<file path="config.mk">
export PLATFORM = sky130hd
export DESIGN_NAME = rd_port_arbiter
export DESIGN_NICKNAME = d
export VERILOG_FILES = /design/src/rtl/rd_port_arbiter.sv
export SDC_FILE = /design/constraint.sdc
export NUM_CORES = 1
export LEC_CHECK = 0
export BUFFER_PORTS_ARGS = -buffer_cell sky130_fd_sc_hd__buf_2
export CAP_MARGIN = 40
export CORE_AREA = 3 3 401 403
export CTS_CLUSTER_SIZE = 16
export DETAILED_ROUTE_END_ITERATION = 16
export DIE_AREA = 0 0 404 406
export PLACE_DENSITY = 0.3
export SLEW_MARGIN = 10
export SYNTH_ARGS = -nofsm -noshare
export SYNTH_HDL_FRONTEND = slang
export SYNTH_SLANG_ARGS = --single-unit
</file>
<file path="constraint.sdc">
create_clock -name clk -period 4.2 [get_ports clk]
set_clock_uncertainty 0.05 [all_clocks]
set_input_delay 0.84 -clock clk [delete_from_list [all_inputs] [get_ports clk]]
set_output_delay 0.84 -clock clk [all_outputs]
set_load 0.02 [all_outputs]
</file>
<file path="src/rtl/rd_port_arbiter.sv">
// Round-robin arbiter sharing the single wide memory read port between
// the configuration fetcher (index 0) and the data-stream readers (1..).
// A grant is held until the requester lets go or it has taken MAX_BURST
// beats while someone else is waiting.
module rd_port_arbiter #(
  parameter int unsigned NUM_REQ    = 2,
  parameter int unsigned DATA_WIDTH = 512,
  parameter int unsigned MAX_BURST  = 16
) (
  input  logic                  clk,
  input  logic                  rst,
  input  logic [NUM_REQ-1:0]    req,
  input  logic                  available_read,
  input  logic [DATA_WIDTH-1:0] rd_data,
  output logic                  req_rd_data,
  output logic [NUM_REQ-1:0]    avail_out,
  output logic [DATA_WIDTH-1:0] rd_data_out,
  output logic [NUM_REQ-1:0]    grant,
  output logic                  busy
);

  localparam int unsigned IDX_W = (NUM_REQ > 1) ? $clog2(NUM_REQ) : 1;
  localparam int unsigned CNT_W = $clog2(MAX_BURST) + 1;

  localparam logic [CNT_W-1:0] MAX_C    = CNT_W'(MAX_BURST);
  localparam logic [CNT_W-1:0] LAST_C   = CNT_W'(MAX_BURST - 1);
  localparam logic [IDX_W-1:0] LAST_IDX = IDX_W'(NUM_REQ - 1);

  typedef enum logic {
    S_IDLE  = 1'b0,
    S_GRANT = 1'b1
  } state_t;

  state_t             state_q, state_d;
  logic [IDX_W-1:0]   gnt_idx_q, gnt_idx_d;
  logic [IDX_W-1:0]   rr_ptr_q, rr_ptr_d;
  logic [CNT_W-1:0]   beat_cnt_q, beat_cnt_d;
  logic [NUM_REQ-1:0] grant_q, grant_d;

  logic               pick_found;
  logic [IDX_W-1:0]   pick_idx;
  logic               cur_req;
  logic               beat;
  logic               others_wait;
  logic               release_c;

  // State register with synchronous active-low reset
  always_ff @(posedge clk) begin
    if (!rst) begin
      state_q    <= S_IDLE;
      gnt_idx_q  <= '0;
      rr_ptr_q   <= '0;
      beat_cnt_q <= '0;
      grant_q    <= '0;
    end else begin
      state_q    <= state_d;
      gnt_idx_q  <= gnt_idx_d;
      rr_ptr_q   <= rr_ptr_d;
      beat_cnt_q <= beat_cnt_d;
      grant_q    <= grant_d;
    end
  end

  // First pending request at or above rr_ptr, wrapping around
  always_comb begin
    pick_found = 1'b0;
    pick_idx   = '0;
    for (int unsigned i = 0; i < NUM_REQ; i++) begin
      int unsigned pos;
      pos = 32'(rr_ptr_q) + i;
      if (pos >= NUM_REQ) pos = pos - NUM_REQ;
      if (!pick_found && req[IDX_W'(pos)]) begin
        pick_found = 1'b1;
        pick_idx   = IDX_W'(pos);
      end
    end
  end

  // Live view of the granted requester and the beat it may take this cycle
  always_comb begin
    cur_req     = req[gnt_idx_q];
    beat        = (state_q == S_GRANT) && cur_req && available_read;
    others_wait = |(req & ~grant_q);
  end

  // Next-state logic: grant, burst counting, release and pointer advance
  always_comb begin
    state_d    = state_q;
    gnt_idx_d  = gnt_idx_q;
    rr_ptr_d   = rr_ptr_q;
    beat_cnt_d = beat_cnt_q;
    grant_d    = grant_q;
    release_c  = 1'b0;

    case (state_q)
      S_IDLE: begin
        if (pick_found) begin
          state_d    = S_GRANT;
          gnt_idx_d  = pick_idx;
          grant_d    = NUM_REQ'(1) << pick_idx;
          beat_cnt_d = '0;
        end
      end
      S_GRANT: begin
        if (!cur_req) begin
          release_c = 1'b1;
        end else if (beat) begin
          // Counter saturates at MAX_BURST; preempt only when someone waits
          if ((beat_cnt_q >= LAST_C) && others_wait) begin
            release_c = 1'b1;
          end else if (beat_cnt_q < MAX_C) begin
            beat_cnt_d = beat_cnt_q + CNT_W'(1);
          end
        end
      end
      default: state_d = S_IDLE;
    endcase

    if (release_c) begin
      state_d    = S_IDLE;
      grant_d    = '0;
      beat_cnt_d = '0;
      rr_ptr_d   = (gnt_idx_q == LAST_IDX) ? '0 : gnt_idx_q + IDX_W'(1);
    end
  end

  // Upstream request and per-requester valid follow the registered grant
  always_comb begin
    req_rd_data = (state_q == S_GRANT) && cur_req;
    avail_out   = grant_q & req & {NUM_REQ{available_read}};
    rd_data_out = rd_data;
    grant       = grant_q;
    busy        = (state_q == S_GRANT);
  end

endmodule
</file>
### Word-level counts from Yosys, hierarchy flattened

Cells that the tools add are included.

* memories kept: 0
* memory bits (read-only): 0
* RAM bits: 0
* flip-flop bits (word level): 10
* bits in latches: 0
* logic and storage cells: 63
* output and inout port bits: 518

* $lt $le $gt $ge: 7
* divide/modulo/power cells: 0
* shifts and indexed selects: 1
* multipliers: 0
* multiplexer cells: 25
* add/sub/neg operators: 5
* bitwise logic cells: 6
* equal/unequal tests: 5
* reductions and logical operators: 9

Operators by type and width (number)
* 2-to-1 mux 5 bit: 5
* 2-to-1 mux 1 bit: 19
* case mux 5 bit (2 select lines): 1
* bitwise AND 2 bit: 3
* less-than comparator 1 x 2 -> 1 bit, second input constant: 3
* inequality test 2 x 1 -> 1 bit, second input constant: 3
* adder 5 x 1 -> 5 bit, second input constant: 1
* >= comparator 5 x 4 -> 1 bit, second input constant: 1
* less-than comparator 5 bit, second input constant: 1
* AND reduction 5 bit: 1
* logical AND 1 bit: 4
* inequality test 2 bit, second input constant: 2
* OR reduction 2 bit: 2
* adder 1 x 1 -> 2 bit, second input constant: 1
* >= comparator 1 x 2 -> 1 bit, second input constant: 1
* >= comparator 2 bit, second input constant: 1
* NOT 1 bit: 2
* NOT 2 bit: 1
* AND reduction 2 bit: 1
* left shift 1 x 1 -> 2 bit, first input constant: 1
* subtractor 1 bit, second input constant: 2
* adder 1 bit, second input constant: 1
* zero test 1 bit: 1

### Longest topological paths before layout

* depth in word-level cells: 10
* gate-level depth with buffers: 8

### Worst setup path after synthesis

Ideal clock, no wire load.

* path kind: input port to output port
* start point: input req[0]
* end point: output req_rd_data
* setup slack: 2.111 ns
* data arrival time: 1.199 ns
* stages on the path: 2
* cell sequence: mux2i_2 nor2_1

* word-level cells in the longest chain between the ends: 3

RTL lines
* start: declaration: line 12 `input logic [NUM_REQ-1:0] req,`
* 2-to-1 mux 1 bit (implied by the code) (2 in series): line 81 `cur_req = req[gnt_idx_q];`
* logical AND 1 bit: line 129 `req_rd_data = (state_q == S_GRANT) && cur_req;`
* end: declaration: line 15 `output logic req_rd_data,`

No other way between the ends. The select of a mux whose other input is x is not followed.

### Final worst setup path

* start point: input req[1]
* end point: output avail_out[1]

* word-level cells in the longest chain between the ends: 2

RTL lines
* bitwise AND 2 bit (2 in series): line 130 `avail_out = grant_q & req & {NUM_REQ{available_read}};`
* end: declaration: line 16 `output logic [NUM_REQ-1:0] avail_out,`

No other way between the ends.

==> metrics.yaml <==
status:
  outcome: "complete, no violations"
synthesis:
  synth-seq-cells: 10
  syn_nets: 1101
  yosysSeqAreaShare: 0.0454
  synthCells: 582
  synth.avg_cell_area_um2: 7.58
  syn-cell-area_um2: 4410
  yosys_warnings: 0
  yosys.cell_types.count: 27
timing:
  finalHoldViolCount: 0
  slew_headroom: 0.671
  finalSetupViolCount: 0
  fmax_mhz: 408
  rsz0062_at_grt: "false"
  finalMaxSlewViolations: 0
  worst_slack_ps: 1750
  worst_pin_slew_ps: 493
  fin_crit_ps: 2450
  fin_setup_tns_ps: 0
  period_share: 0.584
routing:
  drc: 0
  wl_um: 85700
  wl_per_cell_um: 39.8
  drtPass1Iterations: 4
  met1Wirelength_um: 4050
  dr_wl_met2_um: 38500
  vias: 1670
  ant_nets: 0
  drtIter0Drc: 101
  via_per_inst: 0.776
  routed.top_layer: "met5"
  route.met3.wl_um: 41700
clocking:
  cts-resized-gates: 0
  insertion_delay_ps: 240
  postCtsSetupRepairBufs: 0
  cts_sinks: 10
  cts_buffer_depth: 2
  numCtsBuffers: 3
  path_clk_slew_ps: 40
  cts_root_buf: "clkbuf_16"
  h-tree-depth: 1
  cts_tree: "built"
  postCtsHoldBufs: 0
placed_design:
  dpl_worst_slack_ps: 1670
  place_inst: 2150
  io_buffers: 10
  hpwl_um: 83900
  routabilityCongestion: 0.893
floorplanning:
  core_area_um2: 158000
  dieHeight_um: 406
  ioPinCount: 1035
  die_w_um: 404
  dieArea_um2: 164000
  placementRows: 146
  initial_core_util: 0.0280
cells_and_area:
  stdcell_count: 2153
  drive_gt1_frac: 0.185
  syn_to_final_growth_pct: -25.8
  fin_nets: 602
  n_fill_cell: 19000
  antennaDiodeCount: 0
worst_setup_path:
  cp_common_cell: "buf_2"
  start_kind: "primary input"
  required_ps: 3310
  cpPeakStageDelay_ps: 300
  cp_slowest_cell: "and3_1"
  path_cells: "buf_2, and3_1, buf_2"
  crit_type: "primary input to output pin"
  critPathMaxFanout: 7
  cp-end-kind: "output pin"
  critical_path_arrival_ps: 1560
global_routing:
  grt_pass1_vias: 1495
  grt_overflow_total: 0
  antenna_found_initial: 3
  track_usage: 0.0991
  grt_pass1_wl_um: 88800
  grt_max_degree: 12
power:
  p_clk_frac: 0.531
  p_int_mw: 0.237
  power.net_switching_mw: 0.0849
  leakage_nw: 0.303
  seq_power_share: 0.333
  power_frac_comb: 0.136
  ir_drop_uv: 90.5
  power.density_nw_per_um2: 98.3
  switching_share: 0.264
  finalPower_mw: 0.322
run:
  maxCapViolCount: 0
min_path:
  hp-class: "register to register"
[kinds of logic (layout without fill, tap and decap cells)]
family,count (synthesis),after routing,share of synthesized area
buffers and inverters,518,17,0.877
AND/OR/NAND/NOR,28,28,0.0346
AO/OA/AOI/OAI,23,23,0.0343
flip-flops,10,10,0.0454
adder cells (fa/ha/maj),2,2,0.00567
multiplexers,1,1,0.00312
[sequential cells by signal (all words and copies together), names as in the netlist]
signal,flops
grant,2
beat_cnt_q,5
gnt_idx_q,1
rr_ptr_q,1
busy,1
[path summary, 6_finish.rpt]
check,start,to,slack [ps],cells after the start
setup / recovery,req[1],avail_out[1],1750,3
setup reg to reg,beat_cnt_q[0],beat_cnt_q[1],2100,7
hold / removal,gnt_idx_q,gnt_idx_q,450,2
hold reg to reg,gnt_idx_q,gnt_idx_q,450,2
[placed cells by master, fill, tap and decap left out, types with 2 or more instances in the layout]
master / n
buf_2: 10
and3_1: 3
nand4_1: 4
dfxtp_1: 10
nor2_1: 6
o31ai_1: 2
inv_1: 4
nand2_1: 4
and2_1: 2
a21oi_1: 10
clkbuf_16: 3
or4_1: 2
ha_1: 2
o21ai_0: 4
nand2b_1: 3
[power by group through the flow]
stage | registers, mW | clock network, mW | logic, mW
2_1_floorplan | 0.108 | 0 | 0.737
3_3_place_gp | 0.109 | 0 | 0.0456
3_5_place_dp | 0.109 | 0 | 0.0452
4_1_cts | 0.107 | 0.175 | 0.0454
5_1_grt | 0.108 | 0.178 | 0.0479
6_report | 0.107 | 0.171 | 0.0439
[routing by layer]
metal / up-vias / GRT usage
met5: - / 0.00268
met3: 94 / 0.229
li1: 288 / -
met2: 794 / 0.157
met1: 492 / 0.0128
met4: 2 / 0.0178
[critical path: cells and delay by family]
family        cells  cell delay, ps
buf+inv           2             410
simple gates      1             300
[Yosys cell counts]
cell,instances,share of area
or2b_1,1,0.0017
nor2b_1,1,0.0014
nand2_1,4,0.0034
inv_1,4,0.0034
and3_1,3,0.0043
o22a_1,1,0.0020
buf_2,2,0.0023
o311a_1,1,0.0023
nand4_1,4,0.0057
o22ai_1,1,0.0014
or4_1,2,0.0034
a21oi_1,10,0.011
buf_4,512,0.87
nand2b_1,3,0.0043
o31ai_1,2,0.0034
a221oi_1,1,0.0020
nor2_1,6,0.0051
a221o_1,1,0.0023
o211ai_1,1,0.0017
dfxtp_1,10,0.045
o21ai_0,4,0.0045
a221oi_2,1,0.0034
nand3_1,1,0.0011
ha_1,2,0.0057
or3_1,1,0.0014
mux2i_2,1,0.0031
and2_1,2,0.0028
[metrics by stage]
| stage | area [µm²] | utilization | hold slack (ps) |
|---|---|---|---|
| floorplan | 4410 | - | 414 |
| global placement | 3200 | 0.0203 | 451 |
| detailed placement | 3200 | 0.0203 | 444 |
| CTS | 3280 | 0.0208 | 453 |
| global route | 3280 | 0.0208 | 475 |
| finish | 3280 | 0.0208 | 446 |
[final cells by class]
class                   count  area [µm²]  share of cell area
inverters                   4        15.0             0.00458
well taps                2072        2590               0.791
repair buffers             10        50.0              0.0153
clock buffers               3        75.1              0.0229
multi-input cells          54         343               0.105
flip-flops and latches     10         200              0.0611
(Power assumes the default switching activity.)
